## src/rtl/axis_packet_arbiter_if.sv

```systemverilog
// Stream bundle for axis_packet_arbiter: NUM_PORTS slave streams in, one merged master stream out.
// m_axis_tdest exists only when AXIS_ARB_TDEST_EN is defined.
interface axis_packet_arbiter_if #(
  parameter int NUM_PORTS  = 4,
  parameter int DATA_WIDTH = 64
);
  localparam int KEEP_WIDTH = DATA_WIDTH / 8;

  logic [NUM_PORTS-1:0]            s_axis_tvalid;
  logic [NUM_PORTS-1:0]            s_axis_tready;
  logic [NUM_PORTS*DATA_WIDTH-1:0] s_axis_tdata;
  logic [NUM_PORTS*KEEP_WIDTH-1:0] s_axis_tkeep;
  logic [NUM_PORTS-1:0]            s_axis_tlast;

  logic                            m_axis_tvalid;
  logic                            m_axis_tready;
  logic [DATA_WIDTH-1:0]           m_axis_tdata;
  logic [KEEP_WIDTH-1:0]           m_axis_tkeep;
  logic                            m_axis_tlast;
`ifdef AXIS_ARB_TDEST_EN
  logic [$clog2(NUM_PORTS)-1:0]    m_axis_tdest;
`endif

  modport master (
    input  s_axis_tvalid, s_axis_tdata, s_axis_tkeep, s_axis_tlast, m_axis_tready,
    output s_axis_tready, m_axis_tvalid, m_axis_tdata, m_axis_tkeep, m_axis_tlast
`ifdef AXIS_ARB_TDEST_EN
    , output m_axis_tdest
`endif
  );

  modport slave (
    output s_axis_tvalid, s_axis_tdata, s_axis_tkeep, s_axis_tlast, m_axis_tready,
    input  s_axis_tready, m_axis_tvalid, m_axis_tdata, m_axis_tkeep, m_axis_tlast
`ifdef AXIS_ARB_TDEST_EN
    , input m_axis_tdest
`endif
  );
endinterface

```

## src/rtl/axis_packet_arbiter.sv

```systemverilog
// Packet-level round-robin arbiter merging NUM_PORTS AXI4-Stream sources behind a 2-entry output buffer.
// Optional macro AXIS_ARB_TDEST_EN adds m_axis_tdest carrying the grant index of every beat.
module axis_packet_arbiter #(
  parameter int NUM_PORTS  = 4,
  parameter int DATA_WIDTH = 64
) (
  input  logic                  aclk,
  input  logic                  areset,
  axis_packet_arbiter_if.master bus,
  output logic                  busy
);
  localparam int KW = DATA_WIDTH / 8;
  localparam int GW = $clog2(NUM_PORTS);
  localparam logic [NUM_PORTS-1:0] ONE       = NUM_PORTS'(1);
  localparam logic [GW-1:0]        LAST_PORT = GW'(NUM_PORTS - 1);
`ifdef AXIS_ARB_TDEST_EN
  localparam int BW = DATA_WIDTH + KW + 1 + GW;
`else
  localparam int BW = DATA_WIDTH + KW + 1;
`endif

  typedef enum logic {IDLE, BUSY} state_t;

  state_t                 state;
  logic [GW-1:0]          grant;
  logic [GW-1:0]          rr_ptr;
  logic [GW-1:0]          pick;
  logic [NUM_PORTS-1:0]   tready_q;
  logic                   in_valid;
  logic                   in_ready;
  logic [DATA_WIDTH-1:0]  in_data;
  logic [KW-1:0]          in_keep;
  logic                   in_last;
  logic [BW-1:0]          in_beat;
  logic [BW-1:0]          out_beat;
  logic [BW-1:0]          skid_beat;
  logic                   out_valid;
  logic                   skid_valid;
  logic                   push;
  logic                   pop;
  logic [1:0]             count_next;
  logic                   room_next;

  // Lowest valid index wins first; a valid index at or after rr_ptr then overrides it (wrap-around search).
  always_comb begin
    pick = '0;
    for (int j = NUM_PORTS - 1; j >= 0; j--) begin
      if (bus.s_axis_tvalid[j]) pick = GW'(j);
    end
    for (int j = NUM_PORTS - 1; j >= 0; j--) begin
      if (bus.s_axis_tvalid[j] && (GW'(j) >= rr_ptr)) pick = GW'(j);
    end
  end

  always_comb begin
    in_valid = 1'b0;
    in_ready = 1'b0;
    in_data  = '0;
    in_keep  = '0;
    in_last  = 1'b0;
    for (int j = 0; j < NUM_PORTS; j++) begin
      if (grant == GW'(j)) begin
        in_valid = bus.s_axis_tvalid[j];
        in_ready = tready_q[j];
        in_data  = bus.s_axis_tdata[j*DATA_WIDTH +: DATA_WIDTH];
        in_keep  = bus.s_axis_tkeep[j*KW +: KW];
        in_last  = bus.s_axis_tlast[j];
      end
    end
  end

  assign push       = in_valid & in_ready;
  assign pop        = out_valid & bus.m_axis_tready;
  assign count_next = {1'b0, out_valid} + {1'b0, skid_valid} + {1'b0, push} - {1'b0, pop};
  assign room_next  = (count_next != 2'd2);

  // Ready is computed from next cycle's occupancy so it can be registered without losing throughput.
  always_ff @(posedge aclk or posedge areset) begin
    if (areset) begin
      state    <= IDLE;
      grant    <= '0;
      rr_ptr   <= '0;
      tready_q <= '0;
    end else begin
      case (state)
        IDLE: begin
          if (|bus.s_axis_tvalid) begin
            grant    <= pick;
            state    <= BUSY;
            tready_q <= room_next ? (ONE << pick) : '0;
          end else begin
            tready_q <= '0;
          end
        end
        BUSY: begin
          if (push && in_last) begin
            state    <= IDLE;
            rr_ptr   <= (grant == LAST_PORT) ? '0 : grant + 1'b1;
            tready_q <= '0;
          end else begin
            tready_q <= room_next ? (ONE << grant) : '0;
          end
        end
        default: state <= IDLE;
      endcase
    end
  end

  // Output register plus skid entry; the skid only fills when a beat arrives while the output is stalled.
  always_ff @(posedge aclk or posedge areset) begin
    if (areset) begin
      out_beat   <= '0;
      out_valid  <= 1'b0;
      skid_beat  <= '0;
      skid_valid <= 1'b0;
    end else if (!out_valid || pop) begin
      if (skid_valid) begin
        out_beat  <= skid_beat;
        out_valid <= 1'b1;
      end else begin
        out_valid <= push;
        if (push) out_beat <= in_beat;
      end
      if (skid_valid && push) skid_beat <= in_beat;
      skid_valid <= skid_valid && push;
    end else if (push) begin
      skid_beat  <= in_beat;
      skid_valid <= 1'b1;
    end
  end

`ifdef AXIS_ARB_TDEST_EN
  assign in_beat          = {grant, in_last, in_keep, in_data};
  assign bus.m_axis_tdest = out_beat[BW-1 -: GW];
`else
  assign in_beat          = {in_last, in_keep, in_data};
`endif

  assign bus.s_axis_tready = tready_q;
  assign bus.m_axis_tvalid = out_valid;
  assign bus.m_axis_tdata  = out_beat[DATA_WIDTH-1:0];
  assign bus.m_axis_tkeep  = out_beat[DATA_WIDTH +: KW];
  assign bus.m_axis_tlast  = out_beat[DATA_WIDTH + KW];
  assign busy              = (state == BUSY);
endmodule

```

## src/flat_wrapper.sv

```systemverilog
// flat-port wrapper written by rule: the top's interface ports become plain ports
module axis_packet_arbiter_flat 
#(
  parameter int NUM_PORTS  = 4,
  parameter int DATA_WIDTH = 64
)
  (aclk, areset, busy, bus_s_axis_tvalid, bus_s_axis_tdata, bus_s_axis_tkeep, bus_s_axis_tlast, bus_m_axis_tready, bus_s_axis_tready, bus_m_axis_tvalid, bus_m_axis_tdata, bus_m_axis_tkeep, bus_m_axis_tlast);
  axis_packet_arbiter_if #(.NUM_PORTS(NUM_PORTS), .DATA_WIDTH(DATA_WIDTH)) bus_i ();
  input  logic aclk;
  input  logic areset;
  output logic busy;
  input wire logic [$bits(bus_i.s_axis_tvalid)-1:0] bus_s_axis_tvalid;
  input wire logic [$bits(bus_i.s_axis_tdata)-1:0] bus_s_axis_tdata;
  input wire logic [$bits(bus_i.s_axis_tkeep)-1:0] bus_s_axis_tkeep;
  input wire logic [$bits(bus_i.s_axis_tlast)-1:0] bus_s_axis_tlast;
  input wire logic [$bits(bus_i.m_axis_tready)-1:0] bus_m_axis_tready;
  output wire logic [$bits(bus_i.s_axis_tready)-1:0] bus_s_axis_tready;
  output wire logic [$bits(bus_i.m_axis_tvalid)-1:0] bus_m_axis_tvalid;
  output wire logic [$bits(bus_i.m_axis_tdata)-1:0] bus_m_axis_tdata;
  output wire logic [$bits(bus_i.m_axis_tkeep)-1:0] bus_m_axis_tkeep;
  output wire logic [$bits(bus_i.m_axis_tlast)-1:0] bus_m_axis_tlast;
  assign bus_i.s_axis_tvalid = bus_s_axis_tvalid;
  assign bus_i.s_axis_tdata = bus_s_axis_tdata;
  assign bus_i.s_axis_tkeep = bus_s_axis_tkeep;
  assign bus_i.s_axis_tlast = bus_s_axis_tlast;
  assign bus_i.m_axis_tready = bus_m_axis_tready;
  assign bus_s_axis_tready = bus_i.s_axis_tready;
  assign bus_m_axis_tvalid = bus_i.m_axis_tvalid;
  assign bus_m_axis_tdata = bus_i.m_axis_tdata;
  assign bus_m_axis_tkeep = bus_i.m_axis_tkeep;
  assign bus_m_axis_tlast = bus_i.m_axis_tlast;
  axis_packet_arbiter #(.NUM_PORTS(NUM_PORTS), .DATA_WIDTH(DATA_WIDTH)) u_core (.aclk(aclk), .areset(areset), .bus(bus_i), .busy(busy));
endmodule
```

## config.mk

```make
export PLATFORM = sky130hd
export DESIGN_NAME = axis_packet_arbiter_flat
export DESIGN_NICKNAME = d
export VERILOG_FILES = /design/src/rtl/axis_packet_arbiter_if.sv /design/src/rtl/axis_packet_arbiter.sv /design/src/flat_wrapper.sv
export SDC_FILE = /design/constraint.sdc
export NUM_CORES = 1
export LEC_CHECK = 0
export BUFFER_PORTS_ARGS = -buffer_cell sky130_fd_sc_hd__buf_2
export CORE_AREA = 2 2 147 149
export CTS_CLUSTER_DIAMETER = 60
export CTS_CLUSTER_SIZE = 10
export DETAILED_ROUTE_END_ITERATION = 10
export DIE_AREA = 0 0 149 151
export PLACE_DENSITY = 0.79
export SLEW_MARGIN = 20
export SYNTH_ARGS = -nofsm -noshare
export SYNTH_HDL_FRONTEND = slang
export SYNTH_SLANG_ARGS = --single-unit
```

## constraint.sdc

```tcl
create_clock -name aclk -period 10.9 [get_ports aclk]
set_input_delay 1.09 -clock aclk [delete_from_list [all_inputs] [get_ports aclk]]
set_output_delay 1.09 -clock aclk [all_outputs]
set_load 0.05 [all_outputs]
```

# --- Word level (Yosys, flattened, before mapping) ---
# Index checks and enable logic that the tools add are counted.
totals:
  input_bits: 299
  regBits: 157
  wordCells: 86
classes:
  n_mux: 44
  reduce_logical: 16
  n_eq_ne: 5
  add_sub_neg: 4
  n_bitwise: 3
  magnitude_cmp: 4
  n_shift: 2
ops:
  columns: ["op", "n"]
  rows:
  - ["2-to-1 mux 73 bit", 4]
  - ["2-to-1 mux 64 bit", 4]
  - ["2-to-1 mux 8 bit", 4]
  - ["2-to-1 mux 2 bit", 9]
  - ["2-to-1 mux 1 bit", 17]
  - ["2-to-1 mux 4 bit", 4]
  - ["one-hot mux 4 bit (2 select lines)", 1]
  - ["AND reduction 2 bit", 4]
  - ["<< shifter 1 x 2 -> 4 bit, first input constant", 2]
  - ["logical AND 1 bit", 6]
  - ["== test 2 bit, second input constant", 2]
  - [">= comparator 1 x 2 -> 1 bit, first input constant", 2]
  - [">= comparator 2 bit, first input constant", 2]
  - ["inequality test 2 bit, second input constant", 2]
  - ["nonzero test 2 bit", 2]
  - ["OR reduction 4 bit", 1]
  - ["adder 1 x 1 -> 2 bit", 1]
  - ["adder 2 x 1 -> 2 bit", 1]
  - ["adder 2 x 1 -> 2 bit, second input constant", 1]
  - ["bitwise AND 1 bit", 2]
  - ["== test 2 x 1 -> 1 bit, second input constant", 1]
  - ["logical NOT 2 bit", 1]
  - ["one-hot mux 1 bit (2 select lines)", 1]
  - ["subtractor 2 x 1 -> 2 bit", 1]
  - ["other kinds (3)", 3]

# --- Logic depth before layout (Yosys ltp) ---
depth:
  ltp_word: 12
  ltp_mapped: 12
  mapped_depth_nobuf: 11

# --- Least setup slack after synthesis ---
# Ideal clock, no wire load.
synth_timing:
  path_kind: "input to register"
  startpoint: "in bus_s_axis_tvalid[2]"
  endpoint: "reg u_core.tready_q[1], in the netlist u_core.bus.s_axis_tready[1]"
  stages: 9
  setup_time_ps: 134
  slack_ps: 8248
  arrival_ps: 2518
  cell_sequence: "and2_1 > a2bb2oi_2 > nand2_1 > inv_1 > fa_1 > xor2_1 > nand2b_1 > and3_1 > o2bb2ai_1"
synth_between:
  elab_chain_cells: 11
synth_lines:
  columns: ["element", "line", "text"]
  rows:
  - ["from (decl)", "flat_wrapper.sv:12", "input wire logic [$bits(bus_i.s_axis_tvalid)-1:0] bus_s_axis_tvalid;"]
  - ["parallel branches: the longest is 10 deep, another holds adder 2 x 1 -> 2 bit", null, null]
  - ["one-hot mux 4 bit (2 select lines) (*)", "axis_packet_arbiter.sv:85", "case (state)"]
  - ["to (signal assigned)", "axis_packet_arbiter.sv:90", "tready_q <= room_next ? (ONE << pick) : '0;"]
  - ["to (signal assigned)", "axis_packet_arbiter.sv:101", "tready_q <= room_next ? (ONE << grant) : '0;"]
  - ["to (decl)", "axis_packet_arbiter.sv:28", "logic [NUM_PORTS-1:0] tready_q;"]
# Mark *: on every way between the ends.
# A chain may end at the register's enable or synchronous reset.

# --- Worst setup path after layout ---
layout_timing:
  startpoint: "reg u_core.grant[0]"
  endpoint: "reg u_core.out_beat[48]"
layout_between:
  elab_chain_cells: 8
layout_lines:
  columns: ["element", "line", "text"]
  rows:
  - ["from (decl)", "axis_packet_arbiter.sv:25", "logic [GW-1:0] grant;"]
  - ["from (signal assigned)", "axis_packet_arbiter.sv:88", "grant <= pick;"]
  - ["logical NOT 2 bit", "axis_packet_arbiter.sv:62", "if (grant == GW'(j)) begin"]
  - ["2-to-1 mux 1 bit (4 in a row)", "axis_packet_arbiter.sv:62", null]
  - ["bitwise AND 1 bit", "axis_packet_arbiter.sv:72", "assign push = in_valid & in_ready;"]
  - ["nonzero test 2 bit (no line)", null, null]
  - ["AND reduction 2 bit (no line)", null, null]
  - ["to (signal assigned)", "axis_packet_arbiter.sv:118", "out_beat <= skid_beat;"]
  - ["to (signal assigned)", "axis_packet_arbiter.sv:122", "if (push) out_beat <= in_beat;"]
  - ["to (decl)", "axis_packet_arbiter.sv:35", "logic [BW-1:0] out_beat;"]
# Parallel ways exist; a longest one is shown, timed or not. The select of a mux whose other input is x is not followed.

==> flow_results.org <==
** Die
- IO Count :: between 300 and 400
- The initial utilization of the core area, before any placement, comes to 0.4391.
- In this run the core area contains 53 standard-cell rows.
- In this run the standard cell core region covers about 0.021 mm².
- From bottom edge to top edge, the die measures 151 µm.
- Die footprint :: between 0.02 and 0.025 mm²
- Die Wd :: 149 µm

** Synthesis
- Top cell types by occurrence after synthesis :: 304 x sky130_fd_sc_hd__nand2_1, 225 x sky130_fd_sc_hd__o21ai_0, 157 x sky130_fd_sc_hd__dfrtp_1
- Fraction of the yosys area taken by sequential cells :: 0.4297
- Counting flops with a built-in enable in the synthesized netlist gives 0.
- Fraction of synthesized cell area taken by the top area cell type :: 0.4297
- Synthesized-area fraction occupied by xor and xnor cells :: 0.0009579
- Area share of fa/ha/maj cells after synthesis :: 0.009031
- Of the total synthesized cell area, the portion taken by AND, OR, NAND and NOR gates is 0.1872.
- Fraction of synthesis flops using an asynchronous set or reset pin :: 1.000
- The number of nets handed over by synthesis was roughly 1300.
- Measured against the total synthesized area, the mux share comes to 0.1222.
- Yosys synthesis warning count :: 0
- The most common cell in the synthesized netlist is sky130_fd_sc_hd__nand2_1.
- Synthesis produced a netlist whose cell count is approximately 1000.
- Top cells by area in the synthesized netlist :: sky130_fd_sc_hd__dfrtp_1 43%, sky130_fd_sc_hd__nand2_1 12%, sky130_fd_sc_hd__o21ai_0 12%
- Largest area contributor in the netlist :: sky130_fd_sc_hd__dfrtp_1
- Leading register cell type out of synthesis :: sky130_fd_sc_hd__dfrtp_1
- Combinational family with the most area after synthesis :: compound AO/OA/AOI/OAI gates
- In this run the cell area of the synthesized design comes to 0.009144 mm².
- Yosys mapped the design onto 37 distinct sky130hd cell types.
- The area fraction in compound gates after synthesis was 0.2035.
- Mean instance size in the synthesized netlist :: ~8.8 µm²
- Synthesis-stage register bit count :: around 160

** STA
- Setup repair after global routing missed its margin :: false
- For the pin with the worst max-slew slack, the measured transition is about 0.97 ns.
- In this run the tightest slew margin relative to its limit is 0.3524.
- For the final database, setup skew stands at 0.009178 ns.
- Final worst setup slack :: 6.925 ns
- The routed design could run at a clock period as short as around 4.0 ns.
- Across all hold checks on the routed design, the worst slack comes to between 0.4 and 0.5 ns.
- The final count of hold timing violations was 0.
- Total of endpoints with negative setup slack in the final report :: 0
- For the final routed database, the setup TNS stands at 0 ns.
- The final number of max-transition violations came to 0.
- Portion of the clock cycle consumed by the worst path in the final layout :: 0.3646
- Achievable clock frequency :: 0.2516 GHz

** Power and ir drop
- The worst-case IR drop observed on VDD is approximately 180 µV.
- Total power density per cell area :: 340.0 mW/mm²
- Summed over all cells, the static leakage comes to around 5.6 nW.

** Global route
- Wire length of the first global-routing pass :: 40.14 mm
- Number of global-route vias before repair :: between 7000 and 8000
- The total overflow left after global routing is 0.
- Entering global routing, the biggest net connects 110 pins.
- In the global route stage, overall resource usage came out at 0.2268.
- The number of antenna violations at the first check in global routing is 2.

** Cells and area
- Synthesis-to-layout area growth :: 27.86%
- The final layout contains about 1700 nets.
- Non-Filler Instances :: 1649
- The finished cells cover approximately 0.012 mm².
- In the final layout, the share of cells above drive strength 1 is 0.3627.
- Fill count :: 1908

** Drt
- Vias :: 8554
- WL/cell :: about 16 µm
- First-pass iteration count of the detailed router :: 5
- For this run, design rule violations remaining after detail routing come to 0.
- The routed design has between 20 and 30 mm of wire.
- After detailed routing, the number of vias per cell comes to slightly above 5.
- The first routing iteration left 272 violations.
- Once detail routing completed, the nets flagged for antenna violations numbered 0.

** Setup path
- Grouping stages by cell kind, the critical path spends the most delay in simple AND/OR/NAND/NOR gates.
- Largest fanout on the critical path :: 80
- STA puts the critical path data arrival time at about 4.3 ns.
- Cell breakdown of the critical path :: ha_4 > nand2b_4 > a2bb2oi_2 > nand2_1 > a21o_4 > buf_4 > mux2_4
- Endpoint type of the worst setup path :: flip-flop
- Max stage delay cell, worst path :: sky130_fd_sc_hd__nand2b_4
- By startpoint and endpoint, the worst setup path is classified as reg2reg.
- Number of buffer and inverter instances along the worst setup path :: 1
- STA puts the critical path data required time at 11.20 ns.
- For this run, the slowest stage of the critical path takes slightly above 0.9 ns.
- The worst setup path is launched from a flip-flop.

** Outcome
- The flow ran to the end, and the final reports show no timing, DRC or antenna violations.

** Place
- Area after DPL :: between 0.01 and 0.015 mm²
- In this run, placement finished with an instance count of ~1600.
- Before CTS, the worst setup slack after placement is ~7 ns.
- Input and output buffers added on the ports amount to roughly 380.
- DP HPWL :: roughly 18 mm
- Placer's final routability congestion estimate :: 0.8377

** Clock tree
- TritonCTS built the clock tree.
- Clock tree synthesis inserted a total of 17 buffers.
- The cell sitting at the root of the clock tree is a sky130_fd_sc_hd__clkbuf_16.
- Level count of the clock H-tree :: 4
- The tree built by TritonCTS fans out to 157 sinks.
- Clock latency on the worst-skew pair, taken at its later pin, is around 0.42 ns.
- Post-CTS repair changed the size of 0 cells.
- Number of hold-repair buffers added at the cts stage :: 0
- Maximum number of buffers from clock root to sink :: 2
- After clock tree synthesis, the clock-pin slew on the worst setup and hold paths is approximately 0.06 ns.
- The number of setup buffers added after CTS is 0.

** Flow run
- Max-cap violations :: 0

** Hold path
- The min-delay analysis places its worst path in the category reg2reg.
layer usage:
layer / routed length (µm) / vias up / GRT usage
li1: - / 4260 / -
met1: 10740 / 3935 / 0.2764
met2: 13060 / 313 / 0.3993
met3: 1601 / 44 / 0.04458
met4: 688 / 2 / 0.08381
met5: 10 / - / 0
placed cells by master (no fill, tap or decap), types with 5 or more instances in the layout:
cell	n
sky130_fd_sc_hd__buf_2	377
sky130_fd_sc_hd__inv_1	7
sky130_fd_sc_hd__dfrtp_1	156
sky130_fd_sc_hd__o221ai_1	72
sky130_fd_sc_hd__clkbuf_16	17
sky130_fd_sc_hd__o21ai_0	225
sky130_fd_sc_hd__nand2b_1	74
sky130_fd_sc_hd__buf_4	8
sky130_fd_sc_hd__mux2_2	5
sky130_fd_sc_hd__nand2_1	304
sky130_fd_sc_hd__mux2_4	70
logic make-up after synthesis:
group / count (synthesis)
and+or+nand+nor: 397
AOI/OAI and AO/OA: 311
DFF: 157
buffers and inverters: 96
muxes: 76
adders and majority gates: 6
xor gates and xnor gates: 1
state kept, by name, indices dropped and copies added (netlist names):
| register | cells |
|---|---|
| u_core.skid_beat | 73 |
| u_core.rr_ptr | 2 |
| u_core.bus.s_axis_tready | 4 |
| u_core.out_beat | 73 |
| u_core.busy | 1 |
| u_core.bus.m_axis_tvalid | 1 |
| u_core.skid_valid | 1 |
| u_core.grant | 2 |
through the flow:
step / total power, mW / util
detailed placement: 3.397 / 0.5327
floorplan: 2.877 / -
global route: 4.259 / 0.5614
global placement: 3.327 / 0.5327
CTS: 4.014 / 0.5614
finish: 3.975 / 0.5615
where the power goes:
group / switching (mW) / internal, mW
combinational: 1.45 / 0.883
sequential: 0.179 / 0.858
clock: 0.246 / 0.363
path summary, 6_finish.rpt:
check | from | to | slack (ns) | cells past startpoint
min | u_core.skid_beat[37]$_DFFE_PP0P_ | u_core.skid_beat[37]$_DFFE_PP0P_ | 0.48 | 2
min reg2reg | u_core.skid_beat[37]$_DFFE_PP0P_ | u_core.skid_beat[37]$_DFFE_PP0P_ | 0.48 | 2
max | u_core.grant[0]$_DFFE_PP0P_ | u_core.out_beat[48]$_DFFE_PP0P_ | 6.93 | 7
max in group asynchronous | areset | u_core.skid_valid$_DFFE_PP0P_ | 8.51 | 3
max reg2reg | u_core.grant[0]$_DFFE_PP0P_ | u_core.out_beat[48]$_DFFE_PP0P_ | 6.93 | 7
min in group asynchronous | areset | u_core.skid_beat[63]$_DFFE_PP0P_ | 0.79 | 2
worst reg2reg max path: stages, from the launching register on:
cell and delay (ns):
sky130_fd_sc_hd__dfrtp_1 0.47, sky130_fd_sc_hd__ha_4 0.82, sky130_fd_sc_hd__nand2b_4 0.92, sky130_fd_sc_hd__a2bb2oi_2 0.21
sky130_fd_sc_hd__nand2_1 0.13, sky130_fd_sc_hd__a21o_4 0.43, sky130_fd_sc_hd__buf_4 0.46, sky130_fd_sc_hd__mux2_4 0.44
area by class of cell:
| cell class | instances | area, µm² | share of cell area |
|---|---|---|---|
| antenna | 1 | 2.502 | 0.0002140 |
| clock buffer | 20 | 436.7 | 0.03735 |
| clock inverter | 12 | 160.2 | 0.01370 |
| inverter | 8 | 35.03 | 0.002997 |
| multi-input combinational | 791 | 4833 | 0.4134 |
| sequential | 157 | 3933 | 0.3364 |
| tap | 275 | 344.1 | 0.02943 |
| timing repair buffer | 385 | 1947 | 0.1665 |
Note: power is estimated with default switching activity, not from simulation.
